$ cat config.mk
export PLATFORM = sky130hd
export DESIGN_NAME = asrv32_trap_ctrl
export DESIGN_NICKNAME = d
export VERILOG_FILES = /design/src/rtl/asrv32_trap_ctrl.sv
export SDC_FILE = /design/constraint.sdc
export NUM_CORES = 1
export LEC_CHECK = 0
export ABC_AREA = 1
export BUFFER_PORTS_ARGS = -buffer_cell sky130_fd_sc_hd__buf_2
export CORE_MARGIN = 2
export CORE_UTILIZATION = 45
export DETAILED_ROUTE_END_ITERATION = 16
export GPL_ROUTABILITY_DRIVEN = 0
export GPL_TIMING_DRIVEN = 0
export PLACE_DENSITY = 0.8
export SLEW_MARGIN = 20
export SYNTH_ARGS = -nofsm -noshare
export SYNTH_HDL_FRONTEND = slang
export SYNTH_SLANG_ARGS = --single-unit
$ cat constraint.sdc
create_clock -name i_clk -period 8.1 [get_ports i_clk]
set_input_delay 0.81 -clock i_clk [delete_from_list [all_inputs] [get_ports i_clk]]
set_output_delay 0.81 -clock i_clk [all_outputs]
set_load 0.02 [all_outputs]
$ cat src/rtl/asrv32_trap_ctrl.sv
`default_nettype none
// ============================================================================
// Module      : asrv32_trap_ctrl
// Description : Machine-mode trap/mret sequencer. Writes MEPC, MCAUSE, MTVAL
//               and MSTATUS one per cycle, then redirects fetch until acked.
//               Optional macro ASRV32_VECTORED_TRAP_EN enables vectored
//               interrupt dispatch when mtvec[1:0]==2'b01.
// Revision    : 1.0 - initial release
// ============================================================================
module asrv32_trap_ctrl #(
    parameter logic [31:0] TRAP_ADDRESS = 32'h0000_0000
) (
    input  logic        i_clk,
    input  logic        i_rst,
    input  logic        i_stage_valid,
    input  logic [31:0] i_pc,
    input  logic [31:0] i_instr,
    input  logic        i_exc_inst_mis,
    input  logic        i_exc_illegal,
    input  logic        i_exc_ebreak,
    input  logic        i_exc_ecall,
    input  logic        i_exc_load_mis,
    input  logic        i_exc_store_mis,
    input  logic [31:0] i_bad_addr,
    input  logic        i_is_mret,
    input  logic [2:0]  i_irq,
    input  logic [2:0]  i_mie,
    input  logic [31:0] i_mstatus,
    input  logic [31:0] i_mtvec,
    input  logic [31:0] i_mepc,
    output logic        o_busy,
    output logic        o_csr_wr_en,
    output logic [1:0]  o_csr_wr_sel,
    output logic [31:0] o_csr_wr_data,
    output logic        o_redirect_valid,
    output logic [31:0] o_redirect_pc,
    input  logic        i_redirect_ack
);

    typedef enum logic [2:0] {
        S_IDLE           = 3'd0,
        S_SAVE_EPC       = 3'd1,
        S_SAVE_CAUSE     = 3'd2,
        S_SAVE_TVAL      = 3'd3,
        S_SAVE_STATUS    = 3'd4,
        S_RESTORE_STATUS = 3'd5,
        S_REDIRECT       = 3'd6
    } state_e;

    localparam logic [1:0] SEL_MEPC    = 2'd0;
    localparam logic [1:0] SEL_MCAUSE  = 2'd1;
    localparam logic [1:0] SEL_MTVAL   = 2'd2;
    localparam logic [1:0] SEL_MSTATUS = 2'd3;

    state_e      state_q;
    logic        int_q;
    logic [3:0]  code_q;
    logic [31:0] tval_q;
    logic [31:0] mstatus_q;
    logic [31:0] target_q;

    logic [2:0]  w_irq_pend;
    logic        w_irq_take;
    logic        w_trap;
    logic        w_mret;
    logic        w_int;
    logic [3:0]  w_code;
    logic [31:0] w_tval;
    logic [31:0] w_base;
    logic [31:0] w_target;

    // Trap entry: MIE -> MPIE, clear MIE, MPP = M.
    function automatic logic [31:0] trap_status(input logic [31:0] s);
        logic [31:0] r;
        r        = s;
        r[7]     = s[3];
        r[3]     = 1'b0;
        r[12:11] = 2'b11;
        return r;
    endfunction

    function automatic logic [31:0] mret_status(input logic [31:0] s);
        logic [31:0] r;
        r        = s;
        r[3]     = s[7];
        r[7]     = 1'b1;
        r[12:11] = 2'b11;
        return r;
    endfunction

    always_comb begin
        w_irq_pend = i_irq & i_mie;
        w_irq_take = i_mstatus[3] & (|w_irq_pend);
        w_trap     = 1'b1;
        w_int      = 1'b0;
        w_code     = 4'd0;
        w_tval     = 32'd0;
        if (i_exc_inst_mis) begin
            w_code = 4'd0;
            w_tval = i_bad_addr;
        end else if (i_exc_illegal) begin
            w_code = 4'd2;
            w_tval = i_instr;
        end else if (i_exc_ebreak) begin
            w_code = 4'd3;
        end else if (i_exc_ecall) begin
            w_code = 4'd11;
        end else if (i_exc_load_mis) begin
            w_code = 4'd4;
            w_tval = i_bad_addr;
        end else if (i_exc_store_mis) begin
            w_code = 4'd6;
            w_tval = i_bad_addr;
        end else if (w_irq_take) begin
            // irq vector order is {meip, mtip, msip}; MEI > MSI > MTI
            w_int = 1'b1;
            if (w_irq_pend[2]) begin
                w_code = 4'd11;
            end else if (w_irq_pend[0]) begin
                w_code = 4'd3;
            end else begin
                w_code = 4'd7;
            end
        end else begin
            w_trap = 1'b0;
        end
        w_mret = i_is_mret & ~w_trap;
    end

    assign w_base = (i_mtvec[31:2] == 30'd0) ? TRAP_ADDRESS : {i_mtvec[31:2], 2'b00};

`ifdef ASRV32_VECTORED_TRAP_EN
    assign w_target = (w_int && (i_mtvec[1:0] == 2'b01))
                    ? (w_base + {26'd0, w_code, 2'b00}) : w_base;
`else
    logic w_unused_mtvec_mode;
    assign w_unused_mtvec_mode = &{1'b0, i_mtvec[1:0]};
    assign w_target = w_base;
`endif

    always_ff @(posedge i_clk or posedge i_rst) begin
        if (i_rst) begin
            state_q          <= S_IDLE;
            int_q            <= 1'b0;
            code_q           <= 4'd0;
            tval_q           <= 32'd0;
            mstatus_q        <= 32'd0;
            target_q         <= 32'd0;
            o_busy           <= 1'b0;
            o_csr_wr_en      <= 1'b0;
            o_csr_wr_sel     <= SEL_MEPC;
            o_csr_wr_data    <= 32'd0;
            o_redirect_valid <= 1'b0;
            o_redirect_pc    <= 32'd0;
        end else begin
            o_csr_wr_en <= 1'b0;
            case (state_q)
                S_IDLE: begin
                    if (i_stage_valid && w_trap) begin
                        int_q         <= w_int;
                        code_q        <= w_code;
                        tval_q        <= w_tval;
                        mstatus_q     <= i_mstatus;
                        target_q      <= w_target;
                        o_busy        <= 1'b1;
                        o_csr_wr_en   <= 1'b1;
                        o_csr_wr_sel  <= SEL_MEPC;
                        o_csr_wr_data <= i_pc;
                        state_q       <= S_SAVE_EPC;
                    end else if (i_stage_valid && w_mret) begin
                        mstatus_q     <= i_mstatus;
                        target_q      <= i_mepc;
                        o_busy        <= 1'b1;
                        o_csr_wr_en   <= 1'b1;
                        o_csr_wr_sel  <= SEL_MSTATUS;
                        o_csr_wr_data <= mret_status(i_mstatus);
                        state_q       <= S_RESTORE_STATUS;
                    end
                end
                S_SAVE_EPC: begin
                    o_csr_wr_en   <= 1'b1;
                    o_csr_wr_sel  <= SEL_MCAUSE;
                    o_csr_wr_data <= {int_q, 27'd0, code_q};
                    state_q       <= S_SAVE_CAUSE;
                end
                S_SAVE_CAUSE: begin
                    o_csr_wr_en   <= 1'b1;
                    o_csr_wr_sel  <= SEL_MTVAL;
                    o_csr_wr_data <= tval_q;
                    state_q       <= S_SAVE_TVAL;
                end
                S_SAVE_TVAL: begin
                    o_csr_wr_en   <= 1'b1;
                    o_csr_wr_sel  <= SEL_MSTATUS;
                    o_csr_wr_data <= trap_status(mstatus_q);
                    state_q       <= S_SAVE_STATUS;
                end
                S_SAVE_STATUS, S_RESTORE_STATUS: begin
                    o_redirect_valid <= 1'b1;
                    o_redirect_pc    <= target_q;
                    state_q          <= S_REDIRECT;
                end
                S_REDIRECT: begin
                    if (i_redirect_ack) begin
                        o_redirect_valid <= 1'b0;
                        o_busy           <= 1'b0;
                        state_q          <= S_IDLE;
                    end
                end
                default: begin
                    o_busy           <= 1'b0;
                    o_redirect_valid <= 1'b0;
                    state_q          <= S_IDLE;
                end
            endcase
        end
    end

endmodule
`default_nettype wire
==> results of run 1 <==
registers in the layout, indices dropped and copies added, names as in the netlist:
name,cells
tval_q,32
int_q,1
state_q,3
o_busy,1
o_csr_wr_data,32
code_q,4
o_redirect_pc,32
o_csr_wr_sel,2
target_q,32
mstatus_q,29
o_redirect_valid,1
o_csr_wr_en,1
cell usage in the layout, fill, tap and decap left out, drive strengths merged, types with 2 or more instances in the layout:
| cell type | count |
|---|---|
| a21oi | 9 |
| buf | 312 |
| clkbuf | 45 |
| clkinv | 7 |
| clkinvlp | 2 |
| dfrtp | 170 |
| inv | 188 |
| mux2 | 7 |
| nand2 | 479 |
| nand3 | 100 |
| nor2 | 12 |
| o21ai | 126 |
| o22ai | 29 |
cell type report:
cell class                 count  area share
sequential                   170       0.386
multi-input combinational    765       0.306
timing repair buffer         273       0.126
inverter                     183      0.0630
buffer                        67      0.0397
clock buffer                  17      0.0386
tap                          265      0.0301
clock inverter                14      0.0106
antenna                        1    0.000227
cells by family after synthesis:
kind of cell           count (synthesis)  synth area share
multiplexers                           7           0.00900
buffers and inverters                250             0.128
flip-flops                           170             0.486
AND/OR/NAND/NOR                      594             0.276
AO/OA/AOI/OAI                        164             0.100
final timing paths:
check | from | to | slack (ps) | cells after the start
worst max-delay path | i_irq[2] | mstatus_q[14] | 5960 | 10
worst min register to register | o_busy | o_busy | 470 | 2
min in group i_clk | o_busy | o_busy | 470 | 2
worst max register to register | state_q[0] | tval_q[18] | 6190 | 7
max in group asynchronous | i_rst | code_q[1] | 6840 | 3
worst min-delay path | i_rst | o_csr_wr_en | 400 | 2
per-layer routing:
metal	up-vias	part of all wire	GRT usage
met5	-	0.00062	0
met4	2	0.027	0.0893
met3	54	0.069	0.0503
met2	351	0.47	0.417
met1	3970	0.43	0.339
li1	4236	-	-
through the flow:
stage	hold WS (ps)	utilization	power (mW)	instance area [um2]	setup slack [ps]
after detailed placement	460	0.544	3.13	10500	5510
final	404	0.572	3.89	11000	5960
after global routing	447	0.572	4.18	11000	5800
after floorplan	445	-	2.57	8750	2690
after CTS	430	0.572	3.90	11000	5970
after global placement	451	0.542	3.07	10400	881
report_power, final:
part / switching, mW / total [mW] / internal [mW]
registers: 0.170 / 1.41 / 1.24
clock network: 0.369 / 0.768 / 0.399
logic: 1.12 / 1.71 / 0.589
total: 1.66 / 3.89 / 2.23
==> results.tsv, run 1 <==
stage	metric	value	unit
status	outcome	complete, no violations	
cts	clkTransAtPathRegs	70	ps
floorplan	boundaryPins	278	
cts	cts_resized	0	
global_route	overflow	0	
power_and_ir_drop	leakage	6.25	nW
cts	cts_tree	yes	
finish	drive_gt1_frac	0.253	
finish	stdcell_count	1755	
setup_path	crit_arrival	2430	ps
routing	drtIter0Drc	640	
sta	final.setup_skew	11.3	ps
setup_path	critPathKind	in2reg	
logic_synthesis	netlist_instances	1185	
setup_path	endpoint_kind	register	
cts	cts-htree-levels	4	
setup_path	critPathMaxFanout	10	
cts	clkLatencyLatePin	440	ps
floorplan	dieArea	0.0206	mm2
setup_path	slowest_delay	440	ps
setup_path	crit_chain	buf_2, nand2_1, nand3_1, nand2_1, nand3_2, nand2_4, nand2_2, nand2_4, clkbuf_1, o21ai_0	
routing	routedWlPerCell	14.7	um
logic_synthesis	syn_avg_cell_area	7.39	um2
logic_synthesis	yosys-top-cells-area	dfrtp_1 49%, nand2_1 20%, inv_1 7.5%	
routing	drc	0	
routing	dr_total_vias	8613	
sta	rsz0062_at_grt	false	
min_path	min_path_type	in2async	
placed_design	io_buffers	272	
floorplan	die_y	143	um
placed_design	dpl.cell_count	1723	
finish	fill_cells	1801	
sta	fmax	0.467	GHz
floorplan	core_region_area	0.0193	mm2
power_and_ir_drop	ir_worst_vdd	0.215	mV
setup_path	cp_top_family	simple AND/OR/NAND/NOR gates	
finish	register_area	0.00425	mm2
routing	antenna_left	0	
logic_synthesis	synth_ff_type	dfrtp_1	
cts	cts_sinks	170	
finish	finalNetCount	1686	
logic_synthesis	yosysMostFrequentCell	nand2_1	
sta	min_period_over_period	0.264	
sta	slew_headroom	0.594	
logic_synthesis	synth_top_area_share	0.486	
sta	min_period	2140	ps
sta	setup_viol	0	
logic_synthesis	synth_common_cells	474 x nand2_1, 174 x inv_1, 170 x dfrtp_1	
floorplan	initial_utilization	0.454	
global_route	grt_usage	0.255	
floorplan	rows	51	
global_route	grt_max_degree	102	
sta	tightest_slew	609	ps
cts	clockRootBuffer	clkbuf_16	
routing	vias_per_cell	4.91	
global_route	grt_pass1_wl	40.4	mm
logic_synthesis	syn_area	0.00875	mm2
logic_synthesis	synth-seq-area-share	0.486	
logic_synthesis	async_reset_ff_frac	1.00	
sta	setup-tns-final	0	ps
finish	syn2layout_area_growth	26.0	%
global_route	grt_pass1_vias	8092	
cts	cts_buffers	17	
routing	drt-total-wl	25.9	mm
job	max_cap_viol_count	0	
setup_path	cp_num_buf_inv	2	
finish	multi_input_area	0.00338	mm2
global_route	grt_antenna_before_repair	3	
logic_synthesis	synth_edf_count	0	
setup_path	slowest_stage	clkbuf_1	
cts	cts_buffer_depth	2	
cts	hold_buffers	0	
logic_synthesis	yosys_warnings	0	
setup_path	crit_required	8390	ps
routing	drt_first_pass_iters	6	
cts	postCtsSetupBuffers	0	
sta	hold_viol	0	
logic_synthesis	synth-seq-cells	170	
logic_synthesis	synth_nets	1394	
logic_synthesis	synth_cell_type_count	26	
setup_path	start_kind	primary input	
sta	final_max_slew_viol_count	0	
floorplan	fp.dieW	143	um
logic_synthesis	synth_top_area_cell	dfrtp_1	
power_and_ir_drop	powerDensity	353	mW/mm2
placed_design	dp_hpwl	19.4	mm
No activity file was read; power rests on OpenSTA's default activity.
==> run 2, diff against run 1 <==
==> constraint.sdc (replaced) <==
create_clock -name i_clk -period 2.1 [get_ports i_clk]
set_input_delay 0.21 -clock i_clk [delete_from_list [all_inputs] [get_ports i_clk]]
set_output_delay 0.21 -clock i_clk [all_outputs]
set_load 0.02 [all_outputs]
==> results.tsv, run 2 (synthesized netlist as in run 1, its figures left out) <==
stage	metric	value	unit	change
sta	hold_viol	0		unchanged
global_route	grt_pass1_wl	41.3	mm	+2.3%
floorplan	die_y	143	um	unchanged
finish	final_common_cell	nand2_1		
finish	finalNetCount	1692		+0.36%
global_route	grt_max_degree	32		-69%
sta	min_period_over_period	0.909		
cts	cts_buffer_depth	2		unchanged
setup_path	critPathKind	reg2reg		
sta	tightest_slew	618	ps	+9.48 ps
floorplan	core_region_area	0.0193	mm2	unchanged
placed_design	dpl_worst_slack	136	ps	-5380 ps
sta	rsz0062_at_grt	false		
sta	final.setup_skew	9.44	ps	-1.86 ps
routing	drc	0		unchanged
floorplan	rows	51		unchanged
floorplan	dieArea	0.0206	mm2	unchanged
cts	clkLatencyLatePin	420	ps	-20 ps
sta	fmax	0.524	GHz	
finish	drive_gt1_frac	0.255		+0.00233
sta	slew_headroom	0.588		-0.00632
power_and_ir_drop	leakage	6.30	nW	+0.78%
global_route	grt_antenna_before_repair	1		-2
floorplan	boundaryPins	278		unchanged
floorplan	initial_utilization	0.454		unchanged
cts	cts_sinks	170		unchanged
sta	setup_slack	191	ps	-5770 ps
setup_path	crit_required	2380	ps	-6010 ps
global_route	grt_pass1_vias	8194		+1.3%
job	max_cap_viol_count	0		unchanged
global_route	grt_usage	0.260		+0.00552
routing	dr_total_vias	8785		+2.0%
routing	drt-total-wl	26.5	mm	+2.6%
global_route	overflow	0		unchanged
setup_path	endpoint_kind	register		
finish	syn2layout_area_growth	27.4	%	
routing	routedWlPerCell	15.1	um	+2.2%
setup_path	critPathMaxFanout	10		unchanged
placed_design	io_buffers	272		unchanged
min_path	min_path_type	in2reg		
cts	cts-htree-levels	4		unchanged
routing	vias_per_cell	4.99		+1.6%
placed_design	dp_hpwl	20.1	mm	+3.7%
power_and_ir_drop	powerDensity	1360	mW/mm2	+280%
finish	fill_cells	1797		-0.22%
finish	layout_common_cells	474 x nand2_1, 280 x buf_2, 173 x inv_1		
cts	cts_tree	yes		
cts	clkTransAtPathRegs	60	ps	about the same
setup_path	crit_arrival	2190	ps	-240 ps
routing	drt_first_pass_iters	5		-1
status	outcome	complete, no violations		
routing	antenna_left	0		unchanged
finish	fin_util	0.579		+0.00643
setup_path	start_kind	register		
power_and_ir_drop	ir_worst_vdd	0.786	mV	+270%
sta	setup_viol	0		unchanged
sta	final_max_slew_viol_count	0		unchanged
cts	cts_buffers	17		unchanged
sta	min_period	1910	ps	
routing	drtIter0Drc	624		-2.5%
cts	clockRootBuffer	clkbuf_16		
floorplan	fp.dieW	143	um	unchanged
-- run 2: worst paths after layout --
check,depth (start not counted),slack (ps),to,start
setup / recovery,7,190,tval_q[19],state_q[0]
max in group asynchronous,6,970,mstatus_q[6],i_rst
hold / removal,3,40,mstatus_q[3],i_mstatus[3]
min in group asynchronous,3,260,o_csr_wr_data[25],i_rst
hold reg to reg,2,470,o_busy,o_busy
setup reg to reg,7,190,tval_q[19],state_q[0]
-- run 2: worst max-delay path, cell delays in order, from the launching register on --
cell      delay (ps)
dfrtp_1          420
nor2_1           150
inv_1             80
nor2_2           220
inv_1             80
nor2_2           230
clkbuf_1         440
o21ai_0          160
-- run 2: through the flow --
step | instance area, um2 | hold slack (ps) | power [mW] | cells | TNS (ps)
global placement | 10500 | 451 | 11.9 | 1722 | -222680
CTS | 11100 | 28.3 | 15.2 | 1760 | 0
finish | 11200 | 42.1 | 15.1 | 1761 | 0
detailed placement | 10600 | 158 | 12.1 | 1728 | 0
global route | 11200 | 40.9 | 16.2 | 1761 | 0
floorplan | 8760 | 332 | 9.90 | 1185 | -47380
-- run 2: cell type report --
| type | instances | area [um2] | share of cell area |
|---|---|---|---|
| diodes | 1 | 2.50 | 0.000224 |
| plain buffers | 67 | 438 | 0.0393 |
| clock buffers | 18 | 439 | 0.0394 |
| clock inverters | 13 | 120 | 0.0108 |
| inverters | 183 | 691 | 0.0619 |
| multi-input cells | 765 | 3380 | 0.303 |
| flip-flops and latches | 170 | 4250 | 0.382 |
| well taps | 265 | 332 | 0.0297 |
| repair buffers | 279 | 1500 | 0.134 |
-- run 2: what timing repair did --
action	4_1_cts	5_1_grt
gates resized for setup	0	0
buffers inserted	0	0
endpoints found under the hold margin	33	0
hold buffers	1	0
-- run 2: layer usage --
metal / track usage / vias up / part of all wire
li1: - / 4263 / -
met1: 0.347 / 4073 / 0.41
met2: 0.429 / 387 / 0.48
met3: 0.0427 / 62 / 0.076
met4: 0.0960 / 0 / 0.030
met5: 0 / - / 0
-- run 2: power breakdown --
group / switching, mW / leakage, nW / internal (mW)
logic: 4.37 / 3.90 / 2.29
clock network: 1.35 / 0.269 / 1.67
registers: 0.662 / 2.13 / 4.79
